File: src/rtl/box_sequencer.sv
`default_nettype none
// +----------------------------------------------------------------------------+
// | box_sequencer: pseudo-random left/right box stream with a lookahead queue, |
// | boxes-remaining counter and sticky finish flag, one instance per player.   |
// | Optional macro: BOX_SEQ_NO_REPEAT3_EN (never three equal boxes in a row).  |
// | Revision: 1.0                                                              |
// +----------------------------------------------------------------------------+
module box_sequencer #(
  parameter int         DEPTH       = 4,
  parameter int         TOTAL_BOXES = 30,
  parameter logic [7:0] SEED        = 8'hA5
) (
  input  logic             clk,
  input  logic             reset,
  input  logic             start,
  input  logic             advance,
  input  logic             abort,
  output logic             correct_box,
  output logic [DEPTH-1:0] lookahead,
  output logic [6:0]       boxes_left,
  output logic             valid,
  output logic             finish
);

  localparam logic [1:0] IDLE = 2'd0;
  localparam logic [1:0] FILL = 2'd1;
  localparam logic [1:0] RUN  = 2'd2;
  localparam logic [1:0] DONE = 2'd3;

  localparam logic [6:0] C_TOTAL    = 7'(TOTAL_BOXES);
  localparam logic [3:0] C_FILL_END = 4'(DEPTH - 1);
  localparam logic [7:0] C_MASK     = 8'hB8;

  logic [1:0]       state_q, state_d;
  logic [7:0]       lfsr_q, lfsr_d;
  logic [DEPTH-1:0] lookahead_q, lookahead_d;
  logic [6:0]       boxes_left_q, boxes_left_d;
  logic             valid_q, valid_d;
  logic             finish_q, finish_d;
  logic [3:0]       fill_q, fill_d;

  logic [7:0]       lfsr_next;
  logic             gen;
  logic             new_bit;
  logic             restart_hist;

  assign lfsr_next = lfsr_q[0] ? ((lfsr_q >> 1) ^ C_MASK) : (lfsr_q >> 1);

`ifdef BOX_SEQ_NO_REPEAT3_EN
  // History holds the last two inserted boxes; cnt saturates at 2 once both are meaningful.
  logic [1:0] hist_q, hist_d;
  logic [1:0] hist_cnt_q, hist_cnt_d;

  always_comb begin
    new_bit = lfsr_q[0];
    if ((hist_cnt_q == 2'd2) && (hist_q[0] == hist_q[1]) && (lfsr_q[0] == hist_q[0])) begin
      new_bit = ~lfsr_q[0];
    end
    hist_d     = hist_q;
    hist_cnt_d = hist_cnt_q;
    if (restart_hist) begin
      hist_cnt_d = 2'd0;
    end else if (gen) begin
      hist_d = {hist_q[0], new_bit};
      if (hist_cnt_q != 2'd2) begin
        hist_cnt_d = hist_cnt_q + 2'd1;
      end
    end
  end

  always_ff @(posedge clk) begin
    if (reset) begin
      hist_q     <= 2'b00;
      hist_cnt_q <= 2'd0;
    end else begin
      hist_q     <= hist_d;
      hist_cnt_q <= hist_cnt_d;
    end
  end
`else
  always_comb begin
    new_bit = lfsr_q[0];
  end
`endif

  always_comb begin
    state_d      = state_q;
    lfsr_d       = lfsr_q;
    lookahead_d  = lookahead_q;
    boxes_left_d = boxes_left_q;
    valid_d      = valid_q;
    finish_d     = finish_q;
    fill_d       = fill_q;
    gen          = 1'b0;
    restart_hist = 1'b0;

    case (state_q)
      IDLE: begin
        // Free-running LFSR here lets player timing seed the game.
        lfsr_d  = lfsr_next;
        valid_d = 1'b0;
        if (start) begin
          state_d      = FILL;
          fill_d       = 4'd0;
          restart_hist = 1'b1;
        end
      end
      FILL: begin
        if (abort) begin
          state_d = DONE;
        end else begin
          gen    = 1'b1;
          fill_d = fill_q + 4'd1;
          if (fill_q == C_FILL_END) begin
            state_d = RUN;
            valid_d = 1'b1;
          end
        end
      end
      RUN: begin
        if (abort) begin
          state_d = DONE;
          valid_d = 1'b0;
        end else if (!start) begin
          state_d      = IDLE;
          valid_d      = 1'b0;
          boxes_left_d = C_TOTAL;
        end else if (advance) begin
          if (boxes_left_q == 7'd1) begin
            boxes_left_d = 7'd0;
            finish_d     = 1'b1;
            valid_d      = 1'b0;
            state_d      = DONE;
          end else begin
            gen          = 1'b1;
            boxes_left_d = boxes_left_q - 7'd1;
          end
        end
      end
      DONE: begin
        if (!start) begin
          state_d      = IDLE;
          boxes_left_d = C_TOTAL;
          finish_d     = 1'b0;
        end
      end
      default: begin
        state_d = IDLE;
      end
    endcase

    if (gen) begin
      lfsr_d      = lfsr_next;
      lookahead_d = {new_bit, lookahead_q[DEPTH-1:1]};
    end
  end

  always_ff @(posedge clk) begin
    if (reset) begin
      state_q      <= IDLE;
      lfsr_q       <= SEED;
      lookahead_q  <= '0;
      boxes_left_q <= C_TOTAL;
      valid_q      <= 1'b0;
      finish_q     <= 1'b0;
      fill_q       <= 4'd0;
    end else begin
      state_q      <= state_d;
      lfsr_q       <= lfsr_d;
      lookahead_q  <= lookahead_d;
      boxes_left_q <= boxes_left_d;
      valid_q      <= valid_d;
      finish_q     <= finish_d;
      fill_q       <= fill_d;
    end
  end

  assign correct_box = lookahead_q[0];
  assign lookahead   = lookahead_q;
  assign boxes_left  = boxes_left_q;
  assign valid       = valid_q;
  assign finish      = finish_q;

endmodule
`default_nettype wire

File: config.mk
export PLATFORM = sky130hd
export DESIGN_NAME = box_sequencer
export DESIGN_NICKNAME = d
export VERILOG_FILES = /design/src/rtl/box_sequencer.sv
export SDC_FILE = /design/constraint.sdc
export NUM_CORES = 1
export LEC_CHECK = 0
export BUFFER_PORTS_ARGS = -buffer_cell sky130_fd_sc_hd__buf_4
export CAP_MARGIN = 20
export CORE_UTILIZATION = 41
export CTS_CLUSTER_DIAMETER = 200
export DETAILED_ROUTE_END_ITERATION = 7
export MAX_ROUTING_LAYER = met4
export PLACE_DENSITY = 0.64
export SLEW_MARGIN = 25
export SYNTH_ARGS = -nofsm -noshare
export SYNTH_HDL_FRONTEND = slang
export SYNTH_SLANG_ARGS = --single-unit
export TNS_END_PERCENT = 5
File: constraint.sdc
create_clock -name clk -period 5.51 [get_ports clk]
set_input_delay 0 -clock clk [delete_from_list [all_inputs] [get_ports clk]]
set_output_delay 0 -clock clk [all_outputs]
set_load 0.02 [all_outputs]
---- After elaboration in Yosys (flattened, before gate mapping) ----
Cells that the tools add are included.
storage, ports and cells
  register bits after elaboration ......... 27
  word-level logic and storage cells ...... 77
  input port bits ......................... 5
  latch bits .............................. 0
  output and inout port bits .............. 14
  memory bits (read-only) ................. 0
  memories kept ........................... 0
  bits in writable memories ............... 0
cells by class
  magnitude comparators ................... 0
  bitwise logic cells ..................... 1
  shift operators ......................... 0
  add/subtract/negate cells ............... 2
  reductions and logical operators ........ 10
  div/mod/pow operators ................... 0
  equality and inequality tests ........... 17
  multipliers ............................. 0
  mux-type cells .......................... 40
operators by type and width
  operator             count
  $mux 7               5
  $mux 8               3
  $mux 1               16
  $mux 2               8
  $ne 2x2->1 const B   8
  $pmux 7 s2           1
  $reduce_and 5->1     2
  $mux 4               2
  $ne 4x4->1 const B   2
  $pmux 2 s4           1
  $pmux 4 s2           1
  $eq 7x1->1 const B   1
  $sub 7x1->7 const B  1
  $ne 3x3->1 const B   2
  $reduce_and 6->1     1
  $reduce_bool 2->1    3
  $add 4x1->4 const B  1
  $eq 2x2->1 const B   2
  $eq 4x2->1 const B   1
  $not 3->4            1
  $pmux 1 s2           2
  $reduce_and 4->1     1
  $pmux 1 s3           1
  $reduce_and 3->1     1
  3 further kinds      3

---- Logic depth before layout (Yosys ltp) ----
Gate-level depths: netlist of run 1.
  word-level depth ........................ 7
  depth in mapped cells ................... 9
  mapped depth without buffers ............ 7

---- Worst setup path after synthesis of run 1 ----
OpenSTA, ideal clock, no wires.
  path kind ............................... flip-flop to flip-flop
  start ................................... register boxes_left_q[1], in the netlist boxes_left[1]
  end ..................................... register boxes_left_q[5], in the netlist boxes_left[5]
  setup time .............................. 69 ps
  period minus slack after synthesis ...... 2264 ps
  cell stages (with the launch flop) ...... 9
  path slack .............................. 3246 ps
  data required time ...................... 5441 ps
  data arrival time ....................... 2194 ps
  buffers on the path ..................... 1
  path through ............................ dfxtp_1 inv_1 ha_1 nor4b_2 and2_1 buf_6 or4_4 or4_1 o21ai_1
between the ends
  longest elaborated chain between the ends .. 6
  elaborated cells on any way between the ends .. 7
  those cells by class .................... add/sub (1); eq/ne (1); mux (5)
ends and longest elaborated chain
  element                                           RTL line  source
  start: declaration                                37        logic [6:0] boxes_left_q, boxes_left_d;
  start signal: assignment                          171       boxes_left_q <= boxes_left_d;
  $sub 7x1->7 / $eq 7x1->1 (equally long branches)  136, 129
  $mux 7 (*)                                        129       if (boxes_left_q == 7'd1) begin
  $mux 7 (*)                                        128       end else if (advance) begin
  $mux 7 (*)                                        124       end else if (!start) begin
  $mux 7 (*)                                        121       if (abort) begin
  $pmux 7 s2 (*)                                    97        case (state_q)
Mark *: on every way between the ends. The rest lies on a longest branch, timed or not. The select of a mux whose other input is x is not followed.
A chain may end at the register's enable or synchronous reset.

---- Final worst setup path of run 1 ----
  start ................................... register state_q[0]
  end ..................................... register lfsr_q[4]
between the ends
  longest elaborated chain between the ends .. 3
  elaborated cells on any way between the ends .. 6
  those cells by class .................... eq/ne (2); mux (2); reduce/logical (2)
ends and longest elaborated chain
  element                                             RTL line  source
  start: declaration                                  34        logic [1:0] state_q, state_d;
  start signal: assignment                            168       state_q <= state_d;
  $eq 2x2->1 / $eq 2x1->1 (equally long branches)     97
  $pmux 1 s2                                          97
  $mux 8 / $reduce_bool 2->1 (equally long branches)  n/a
  end signal: assignment                              169       lfsr_q <= lfsr_d;
  end: declaration                                    35        logic [7:0] lfsr_q, lfsr_d;
Parallel ways exist; a longest one is shown, timed or not.

==> metrics.cfg, run 1 <==
[critical_path]
crit_path_end_kind = flop
worstSetupPathType = flop to flop
arrival_ns = 2.61
start_kind = flop
path_max_fanout = 14
worstPathRequired_ns = 5.77
reg2reg_slack_ns = 3.16

[detailed_routing]
antenna_left = 0
firstDrtPassIters = 4
finalWirelength_mm = 2.842
via_per_inst = 5.402
drc = 0
first_iter_violations = 59
vias = 1183
post_drt_wl_per_cell_um = 12.98

[clocking]
cts_hold_buffers = 0
numCtsBuffers = 3
tritoncts = done
clk_pin_slew_worst_paths_ns = 0.17
cts_max_level = 1
clk_latency_ns = 0.34
postCtsSetupRepairBufs = 0
cts.sinks = 27
post_cts_resized = 0
cts.path.max_buffers = 2
ctsRootBufferMaster = clkbuf_4

[floorplan]
start_util = 0.4480
die-area_sq_mm = 0.003684
placementRows = 20
coreArea_sq_mm = 0.003153
die_h_um = 60.70
io_pins = 19
die_w_um = 60.70

[place]
hpwl_mm = 2.044
gp_congestion = 0.8158
dpl.cell_count = 215
io_buffers = 18

[sta]
slew-limit-headroom = 0.3783
hold_viol = 0
finalCritPeriodShare = 0.4271
rsz0062_at_grt = no
finClkSkew_ns = 0.01069
worst_slew_pin_slew_ns = 0.9264
period_minus_slack_ns = 2.353
setup_violations = 0
max_freq_ghz = 0.4250
fin_tns_setup_ns = 0
maxSlewViolCount = 0

[yosys]
yosysTopAreaCellShare = 0.3826
synth_largest_area_cell = dfxtp_1
synth-edff-count = 0
synth.area.top_cells = dfxtp_1 (38%), nor2_1 (6.6%), ha_1 (6.2%), mux2i_1 (5.0%), a21oi_1 (4.3%)
syn_inst = 163
syn_area_per_cell_sq_um = 8.666
synth_ff_type = dfxtp_1
synth-async-reset-ratio = 0
ys_seq_area_frac = 0.3826
synth_cell_type_count = 44
yosys_warnings = 0
synthesis.area_sq_mm = 0.001413
ys_ff_latch = 27
synthesis.nets = 175

[power]
swShare = 0.3905
power_switching_uw = 232.5
p_int_uw = 362.9
ir_drop_mv = 0.2698
power_uw = 595.4
powerDensity_mw_per_mm2 = 377.9
p_leak_nw = 0.6488
power_frac_comb = 0.392
clkPwrFrac = 0.162
power_frac_seq = 0.446

[flow_run]
cap_violations = 0

[grt]
antenna_found_initial = 0
grt_first_pass_wirelength_mm = 4.678
grt_max_degree = 30
grt_pass1_vias = 1052
grt_overflow = 0
grt_usage = 0.1755

[hold_path]
hp-class = input pin to flop

[finish]
seqCellArea_sq_um = 540.5
num_antenna_cells = 0
multi_input_area_sq_um = 787.0
syn_to_final_growth_pct = 11.51
num-fill-cells = 332
nets = 188
drive_gt1_frac = 0.1714
final_cells = 219

[outcome]
status = completed

[critical path: stages (launching register included)]
cell and delay [ns]:
dfxtp_1 0.44, inv_1 0.08, ha_1 0.28, nor2b_1 0.23, nand4_1 0.16, o21ai_1 0.75
nor2_1 0.09, a211oi_1 0.25
[power groups by stage]
stage	combinational [mW]	sequential (mW)	clock (mW)
2_1_floorplan	0.190	0.264	0
3_3_place_gp	0.224	0.268	0
3_5_place_dp	0.233	0.270	0
4_1_cts	0.234	0.266	0.101
5_1_grt	0.263	0.272	0.106
6_report	0.234	0.265	0.0964
[registers in the layout, summed over array words and instances, names as in the netlist]
name,cells
fill_q,4
lfsr_q,8
state_q,2
boxes_left,7
finish,1
valid,1
lookahead,4
[cell type report]
cell class	instances	area share
Clock inverter	1	0.005560
Sequential cell	27	0.3431
Inverter	7	0.01668
Clock buffer	3	0.01430
Multi-Input combinational cell	119	0.4996
Timing Repair Buffer	18	0.08578
Tap cell	44	0.03495
[cells in the mapped netlist (all sizes together), types with 2 or more instances]
cell and instances:
nor2 25, nand4 2, mux2i 7, clkbuf 7
buf 3, inv 7, nor3 12, nor3b 3
o311ai 2, nor2b 4, a211oi 2, nand2b 4
or4 3, o21ai 7, a21oi 12, dfxtp 27
nand2 3, xnor2 2, ha 7, or3 2
xor2 3, a2bb2oi 2, a311oi 2
[path summary, 6_finish.rpt]
check,depth (start not counted),endpoint,start
max,7,lfsr_q[4]$_SDFFE_PP0P_,state_q[0]$_SDFFE_PP0P_
min,2,fill_q[1]$_SDFFE_PP0P_,reset
max reg2reg,7,lfsr_q[4]$_SDFFE_PP0P_,state_q[0]$_SDFFE_PP0P_
min reg2reg,2,lfsr_q[1]$_SDFFE_PP0P_,lfsr_q[2]$_SDFFE_PP1P_
[routing by layer]
layer | share of wire | up-vias | track usage
li1 | - | 607 | -
met1 | 0.50 | 554 | 0.2163
met3 | 0.032 | 2 | 0.03838
met4 | 0.0091 | 0 | 0.05844
met5 | 0 | - | -
met2 | 0.46 | 20 | 0.2841
[cell usage in the layout, fill, tap and decap left out, types with 4 or more instances in the layout]
master,n
dfxtp_1,27
nor2_1,25
buf_4,18
a21oi_1,12
nor3_1,12
inv_1,7
mux2i_1,7
ha_1,7
o21ai_0,5
nor2b_1,4
nand2b_1,4
[metrics by stage]
stage          utilization  hold slack, ns  worst slack [ns]  area (sq um)
2_1_floorplan            -          0.2136             3.246          1413
3_3_place_gp        0.4897          0.3701             3.303          1544
3_5_place_dp        0.4897          0.3778             3.210          1544
4_1_cts             0.4996        0.003998             3.174          1575
5_1_grt             0.4996         0.01383             2.954          1575
6_report            0.4996        0.006501             3.157          1575
[cell families after synthesis]
group           share of synthesized area
flops                              0.3826
compound gates                     0.1648
mux                               0.05757
fa+ha+maj                         0.06200
xor+xnor                          0.03101
simple gates                       0.2418
buf+inv                           0.06023
Note: power is estimated with default switching activity, not from simulation.
==> run 2, diff against run 1 <==
- ABC_AREA: not set -> 1
- PLACE_DENSITY: 0.64 -> 0.66
- clock period: 5.51 -> 2.1 ns (I/O delays scaled with it)
==> metrics.cfg, run 2 <==
[outcome]
status = completed  ; unchanged

[yosys]
synth-edff-count = 0  ; unchanged
yosysTopAreaCellShare = 0.3600  ; was 0.3826
synth_largest_area_cell = dfxtp_1  ; unchanged
synth_cell_type_count = 32  ; was 44
yosys-top-cells-count = nand2_1 (41), inv_1 (28), dfxtp_1 (27), nor2_1 (25), nand3_1 (18)  ; was dfxtp_1 (27), nor2_1 (25), a21oi_1 (12), nor3_1 (12)
synthesis.area_sq_mm = 0.001501  ; was 0.001413 sq mm
yosys.cell_count.top_type = nand2_1  ; was dfxtp_1
synthesis.nets = 226  ; was 175
synth.area.top_cells = dfxtp_1 (36%), nand2_1 (10%), inv_1 (7.0%), nor2_1 (6.3%), nand3_1 (6.0%)  ; was dfxtp_1 (38%), nor2_1 (6.6%), ha_1 (6.2%), mux2i_1 (5.0%), a21oi_1 (4.3%)
syn_inst = 214  ; was 163
synth-async-reset-ratio = 0  ; unchanged
yosys_warnings = 0  ; unchanged
syn_area_per_cell_sq_um = 7.016  ; was 8.666 sq um
synth_ff_type = dfxtp_1  ; unchanged
ys_seq_area_frac = 0.3600  ; was 0.3826
ys_ff_latch = 27  ; unchanged

[sta]
period_minus_slack_ns = 1.747  ; was 2.353 ns
hold_ws_ns = 0.02456  ; was 0.006501 ns
finClkSkew_ns = 0.004893  ; was 0.01069 ns
hold_viol = 0  ; unchanged
setup_violations = 0  ; unchanged
finalCritPeriodShare = 0.8318  ; was 0.4271
rsz0062_at_grt = no  ; unchanged
worst_slew_pin_slew_ns = 0.5300  ; was 0.9264 ns
max_freq_ghz = 0.5725  ; was 0.4250 GHz
maxSlewViolCount = 0  ; unchanged
fin_ws_ns = 0.3533  ; was 3.157 ns
slew-limit-headroom = 0.6445  ; was 0.3783
fin_tns_setup_ns = 0  ; unchanged

[detailed_routing]
firstDrtPassIters = 4  ; unchanged
vias = 1335  ; was 1,183
first_iter_violations = 64  ; was 59
via_per_inst = 4.802  ; was 5.402
post_drt_wl_per_cell_um = 10.45  ; was 12.98 um
finalWirelength_mm = 2.906  ; was 2.842 mm
drc = 0  ; unchanged
antenna_left = 0  ; unchanged

[finish]
syn_to_final_growth_pct = 13.67  ; was 11.51%
largest_register_ffs = 8  ; unchanged
num_antenna_cells = 0  ; unchanged
final_common_cell = nand2_1  ; was dfxtp_1
multi_input_area_sq_um = 813.3  ; was 787.0 sq um
final_cell_mix = nand2_1 (41), inv_1 (28), dfxtp_1 (27)  ; was dfxtp_1 (27), nor2_1 (25), buf_4 (18)
regMostFlops = lfsr_q  ; unchanged
seqCellArea_sq_um = 540.5  ; unchanged
nets = 245  ; was 188
num-fill-cells = 374  ; was 332
drive_gt1_frac = 0.1552  ; was 0.1714

[power]
powerDensity_mw_per_mm2 = 1238  ; was 377.9 mW/mm^2
p_leak_nw = 0.8114  ; was 0.6488 nW
ir_drop_mv = 0.3745  ; was 0.2698 mV

[critical_path]
critPathBufInv = 1  ; unchanged
critPathTopFamily = simple AND/OR/NAND/NOR gates  ; was compound AO/OA/AOI/OAI gates
critPathLaunch = state_q[0]$_SDFFE_PP0P_  ; unchanged
worstPathRequired_ns = 2.35  ; was 5.77 ns
crit_path_end_kind = flop  ; unchanged
worstSetupPathType = flop to flop  ; unchanged
slowest_stage = dfxtp_1  ; was o21ai_1
arrival_ns = 2.00  ; was 2.61 ns
cp_common_cell = nand2_1
r2r_start = state_q[0]$_SDFFE_PP0P_  ; unchanged
start_kind = flop  ; unchanged
slowest_delay_ns = 0.36  ; was 0.75 ns
crit_chain = inv_1 -> ha_1 -> nand2_1 -> nor2_1 -> nand2_1 -> nand2_1 -> nand2_2 -> nand2_2 -> nand2_1 -> nand2_1 -> nor2_1  ; was inv_1 -> ha_1 -> nor2b_1 -> nand4_1 -> o21ai_1 -> nor2_1 -> a211oi_1
path_max_fanout = 14  ; unchanged

[floorplan]
die_h_um = 62.52  ; was 60.70 um
io_pins = 19  ; unchanged
die-area_sq_mm = 0.003908  ; was 0.003684 sq mm
start_util = 0.4396  ; was 0.4480
coreArea_sq_mm = 0.003416  ; was 0.003153 sq mm
placementRows = 21  ; was 20
die_w_um = 62.52  ; was 60.70 um

[clocking]
cts.sinks = 27  ; unchanged
cts_max_level = 1  ; unchanged
cts.path.max_buffers = 2  ; unchanged
clk_pin_slew_worst_paths_ns = 0.16  ; was 0.17 ns
tritoncts = done  ; unchanged
numCtsBuffers = 3  ; unchanged
ctsRootBufferMaster = clkbuf_4  ; unchanged
clk_latency_ns = 0.33  ; was 0.34 ns

[grt]
grt_usage = 0.1577  ; was 0.1755
grt_use_met3 = 0.02372  ; was 0.03838
gr-usage-met2 = 0.2473  ; was 0.2841
grt_max_degree = 19  ; was 30
grt_overflow = 0  ; unchanged
grt_first_pass_wirelength_mm = 4.830  ; was 4.678 mm
gr-usage-met1 = 0.2034  ; was 0.2163
grt_pass1_vias = 1110  ; was 1,052
antenna_found_initial = 0  ; unchanged
busiest_layer = met2  ; unchanged

[place]
hpwl_mm = 2.164  ; was 2.044 mm
dp_slack_ns = 0.3857  ; was 3.210 ns
io_buffers = 18  ; unchanged
gp_congestion = 0.8388  ; was 0.8158

[flow_run]
cap_violations = 0  ; unchanged

[hold_path]
hp-class = input pin to flop  ; unchanged
hold_start = abort  ; was reset

## run 2: cell count changes after synthesis, moves of 6 or more
| cell | previous run | this run |
|---|---|---|
| inv_1 | 7 | 28 |
| mux2i_1 | 7 | 0 |
| nand2_1 | 3 | 41 |
| nand2_2 | 0 | 6 |
| nand3_1 | 1 | 18 |
| nor3_1 | 12 | 2 |
## run 2: routing by layer
layer / part of all wire / vias to the layer above
li1: - / 728
met1: 0.51 / 586
met2: 0.45 / 17
met3: 0.030 / 4
met4: 0.014 / 0
met5: 0 / -
## run 2: worst paths after layout
path	to	slack (ns)	depth (start not counted)
hold / removal	state_q[0]$_SDFFE_PP0P_	0.02	5
setup reg to reg	lfsr_q[4]$_SDFFE_PP0P_	0.35	11
setup / recovery	lfsr_q[4]$_SDFFE_PP0P_	0.35	11
hold reg to reg	finish$_SDFFE_PP0P_	0.46	2
## run 2: worst register-to-register path, cell delays in order, from the launching register on
cell	delay (ns)
dfxtp_1	0.36
inv_1	0.12
ha_1	0.31
nand2_1	0.10
nor2_1	0.10
nand2_1	0.06
nand2_1	0.07
nand2_2	0.17
nand2_2	0.20
nand2_1	0.07
nand2_1	0.06
nor2_1	0.06
## run 2: cell type report
type / instances / area share
repair buffers: 20 / 0.08944
clock buffers: 3 / 0.01320
well taps: 46 / 0.03372
flip-flops and latches: 27 / 0.3167
multi-input cells: 151 / 0.4765
clock inverters: 1 / 0.004399
inverters: 30 / 0.06598
## run 2: logic make-up after synthesis
logic type,synth area share
buffers and inverters,0.09833
AND/OR/NAND/NOR,0.3275
XOR/XNOR,0.03501
flip-flops,0.3600
AO/OA/AOI/OAI,0.1208
adder cells (fa/ha/maj),0.05833
## run 2: stage by stage
stage                     power, mW    util  cells  instance area (sq um)
after detailed placement      1.879  0.4879    273                   1667
after global placement        1.874  0.4879    273                   1667
after CTS                     2.123  0.4996    278                   1707
after floorplan               1.624       -    214                   1501
final                         2.113  0.4996    278                   1707
after global routing          2.292  0.4996    278                   1707
## run 2: power breakdown
group / internal, mW / total, mW / leakage (nW) / switching, mW
Clock: 0.0730 / 0.241 / 0.0139 / 0.168
Sequential: 0.666 / 0.807 / 0.221 / 0.141
Combinational: 0.423 / 1.06 / 0.576 / 0.642
Total: 1.16 / 2.11 / 0.811 / 0.952
## run 2: timing repair
action | in CTS | in global routing
gates resized for setup | 0 | 0
hold endpoints to repair | 5 | 0
hold buffers | 1 | 0
setup buffers | 0 | 0
==> run 3, diff against run 2 <==
- PLACE_DENSITY: 0.66 -> 0.64
- clock period: 2.1 -> 1.8 ns (I/O delays scaled with it)
==> metrics.cfg, run 3 (synthesis gave the netlist of run 2 again) <==
[outcome]
status = completed  ; unchanged

[floorplan]
coreArea_sq_mm = 0.003416  ; unchanged
placementRows = 21  ; unchanged
start_util = 0.4396  ; unchanged
io_pins = 19  ; unchanged
die_w_um = 62.52  ; unchanged
die-area_sq_mm = 0.003908  ; unchanged
die_h_um = 62.52  ; unchanged

[hold_path]
hp-class = input pin to flop  ; unchanged
hold_start = abort  ; unchanged

[sta]
period_minus_slack_ns = 1.629  ; was 1.747 ns
slew-limit-headroom = 0.6739  ; was 0.6445
fin_tns_setup_ns = 0  ; unchanged
max_freq_ghz = 0.6139  ; was 0.5725 GHz
setup_violations = 0  ; unchanged
hold_ws_ns = 0.04090  ; was 0.02456 ns
hold_viol = 0  ; unchanged
finClkSkew_ns = 0.01907  ; was 0.004893 ns
finalCritPeriodShare = 0.9049  ; was 0.8318
worst_slew_pin_slew_ns = 0.4861  ; was 0.5300 ns
rsz0062_at_grt = no  ; unchanged
maxSlewViolCount = 0  ; unchanged

[critical_path]
critPathBufInv = 2  ; was 1
slowest_delay_ns = 0.43  ; was 0.36 ns
crit_chain = inv_1 -> ha_1 -> nand2_2 -> inv_1 -> a21oi_1 -> nand3_1 -> nor3_1 -> nor2_1  ; was inv_1 -> ha_1 -> nand2_1 -> nor2_1 -> nand2_1 -> nand2_1 -> nand2_2 -> nand2_2 -> nand2_1 -> nand2_1 -> nor2_1
path_max_fanout = 7  ; was 14
r2r_start = state_q[1]$_SDFFE_PP0P_  ; was state_q[0]$_SDFFE_PP0P_
arrival_ns = 1.86  ; was 2.00 ns
critPathTopFamily = simple AND/OR/NAND/NOR gates  ; unchanged
critPathLaunch = state_q[1]$_SDFFE_PP0P_  ; was state_q[0]$_SDFFE_PP0P_
worstPathRequired_ns = 2.03  ; was 2.35 ns
start_kind = flop  ; unchanged
crit_path_end_kind = flop  ; unchanged
slowest_stage = dfxtp_1  ; unchanged
cp_common_cell = inv_1  ; was nand2_1
worstSetupPathType = flop to flop  ; unchanged

[detailed_routing]
post_drt_wl_per_cell_um = 10.36  ; was 10.45 um
vias = 1330  ; was 1,335
firstDrtPassIters = 4  ; unchanged
via_per_inst = 4.784  ; was 4.802
drc = 0  ; unchanged
first_iter_violations = 33  ; was 64
finalWirelength_mm = 2.880  ; was 2.906 mm
antenna_left = 0  ; unchanged

[power]
power_mw = 2.461  ; was 2.113 mW
powerDensity_mw_per_mm2 = 1436  ; was 1238 mW/mm^2
ir_drop_mv = 0.5154  ; was 0.3745 mV
p_leak_nw = 0.8193  ; was 0.8114 nW

[grt]
grt_usage = 0.1661  ; was 0.1577
grt_max_degree = 19  ; unchanged
grt_pass1_vias = 1232  ; was 1,110
grt_overflow = 0  ; unchanged
antenna_found_initial = 0  ; unchanged
grt_first_pass_wirelength_mm = 5.112  ; was 4.830 mm

[clocking]
cts.path.max_buffers = 2  ; unchanged
ctsRootBufferMaster = clkbuf_4  ; unchanged
clk_latency_ns = 0.34  ; was 0.33 ns
tritoncts = done  ; unchanged
cts_max_level = 1  ; unchanged
numCtsBuffers = 3  ; unchanged
clk_pin_slew_worst_paths_ns = 0.14  ; was 0.16 ns
cts.sinks = 27  ; unchanged

[finish]
nets = 245  ; unchanged
num-fill-cells = 358  ; was 374
regMostFlops = lfsr_q  ; unchanged
final_common_cell = nand2_1  ; unchanged
drive_gt1_frac = 0.1595  ; was 0.1552
syn_to_final_growth_pct = 14.17  ; was 13.67%
final_cell_mix = nand2_1 (41), inv_1 (28), dfxtp_1 (27)  ; unchanged
num_antenna_cells = 0  ; unchanged
largest_register_ffs = 8  ; unchanged

[flow_run]
cap_violations = 0  ; unchanged

[place]
gp_congestion = 0.8307  ; was 0.8388
io_buffers = 18  ; unchanged
hpwl_mm = 2.224  ; was 2.164 mm

[run 3: cell count changes in the layout (fill, tap and decap cells not counted)]
cell and change:
ha_1 -1, ha_2 +1, nand2_2 -1, nand2_4 +1
[run 3: power by group]
part	total, mW	leakage [nW]	switching [mW]	internal [mW]
Sequential	0.938	0.221	0.161	0.777
Clock	0.271	0.0139	0.186	0.0851
Combinational	1.25	0.584	0.752	0.500
[run 3: worst paths after layout]
| path | endpoint | slack [ns] | depth (start not counted) |
|---|---|---|---|
| min reg2reg | valid$_SDFFE_PP0P_ | 0.46 | 2 |
| max reg2reg | state_q[0]$_SDFFE_PP0P_ | 0.17 | 8 |
| max | state_q[0]$_SDFFE_PP0P_ | 0.17 | 8 |
| min | state_q[0]$_SDFFE_PP0P_ | 0.04 | 5 |
[run 3: layer usage]
layer | up-vias | GRT usage | share of wire
met1 | 585 | 0.1911 | 0.49
met4 | 0 | 0.05233 | 0.0073
met2 | 16 | 0.2867 | 0.47
met3 | 2 | 0.03467 | 0.033
met5 | - | - | 0
li1 | 727 | - | -
[run 3: what timing repair did]
item | in CTS | in global routing
endpoints found under the setup margin | 0 | 15
gates resized for setup | 0 | 2
buffers inserted | 0 | 0
hold buffers | 1 | 0
hold endpoints to repair | 5 | 0
[run 3: per-stage QoR]
step	worst slack [ns]	cells	util	instance area, sq um
2_1_floorplan	0.2772	214	-	1501
6_report	0.1711	278	0.5018	1714
3_3_place_gp	0.1016	273	0.4879	1667
4_1_cts	0.09584	278	0.4996	1707
5_1_grt	0.02065	278	0.5018	1714
3_5_place_dp	0.09165	273	0.4879	1667
[run 3: cell type report]
class	count	area, sq um	area share
tap	46	57.56	0.03358
multi-input combinational	151	820.8	0.4788
clock buffer	3	22.52	0.01314
inverter	30	112.6	0.06569
timing repair buffer	20	152.6	0.08905
clock inverter	1	7.507	0.004380
sequential	27	540.5	0.3153
[run 3: worst register-to-register path, stage by stage, from the launching register on]
cell	delay, ns
dfxtp_1	0.43
inv_1	0.08
ha_1	0.28
nand2_2	0.14
inv_1	0.06
a21oi_1	0.20
nand3_1	0.15
nor3_1	0.15
nor2_1	0.05
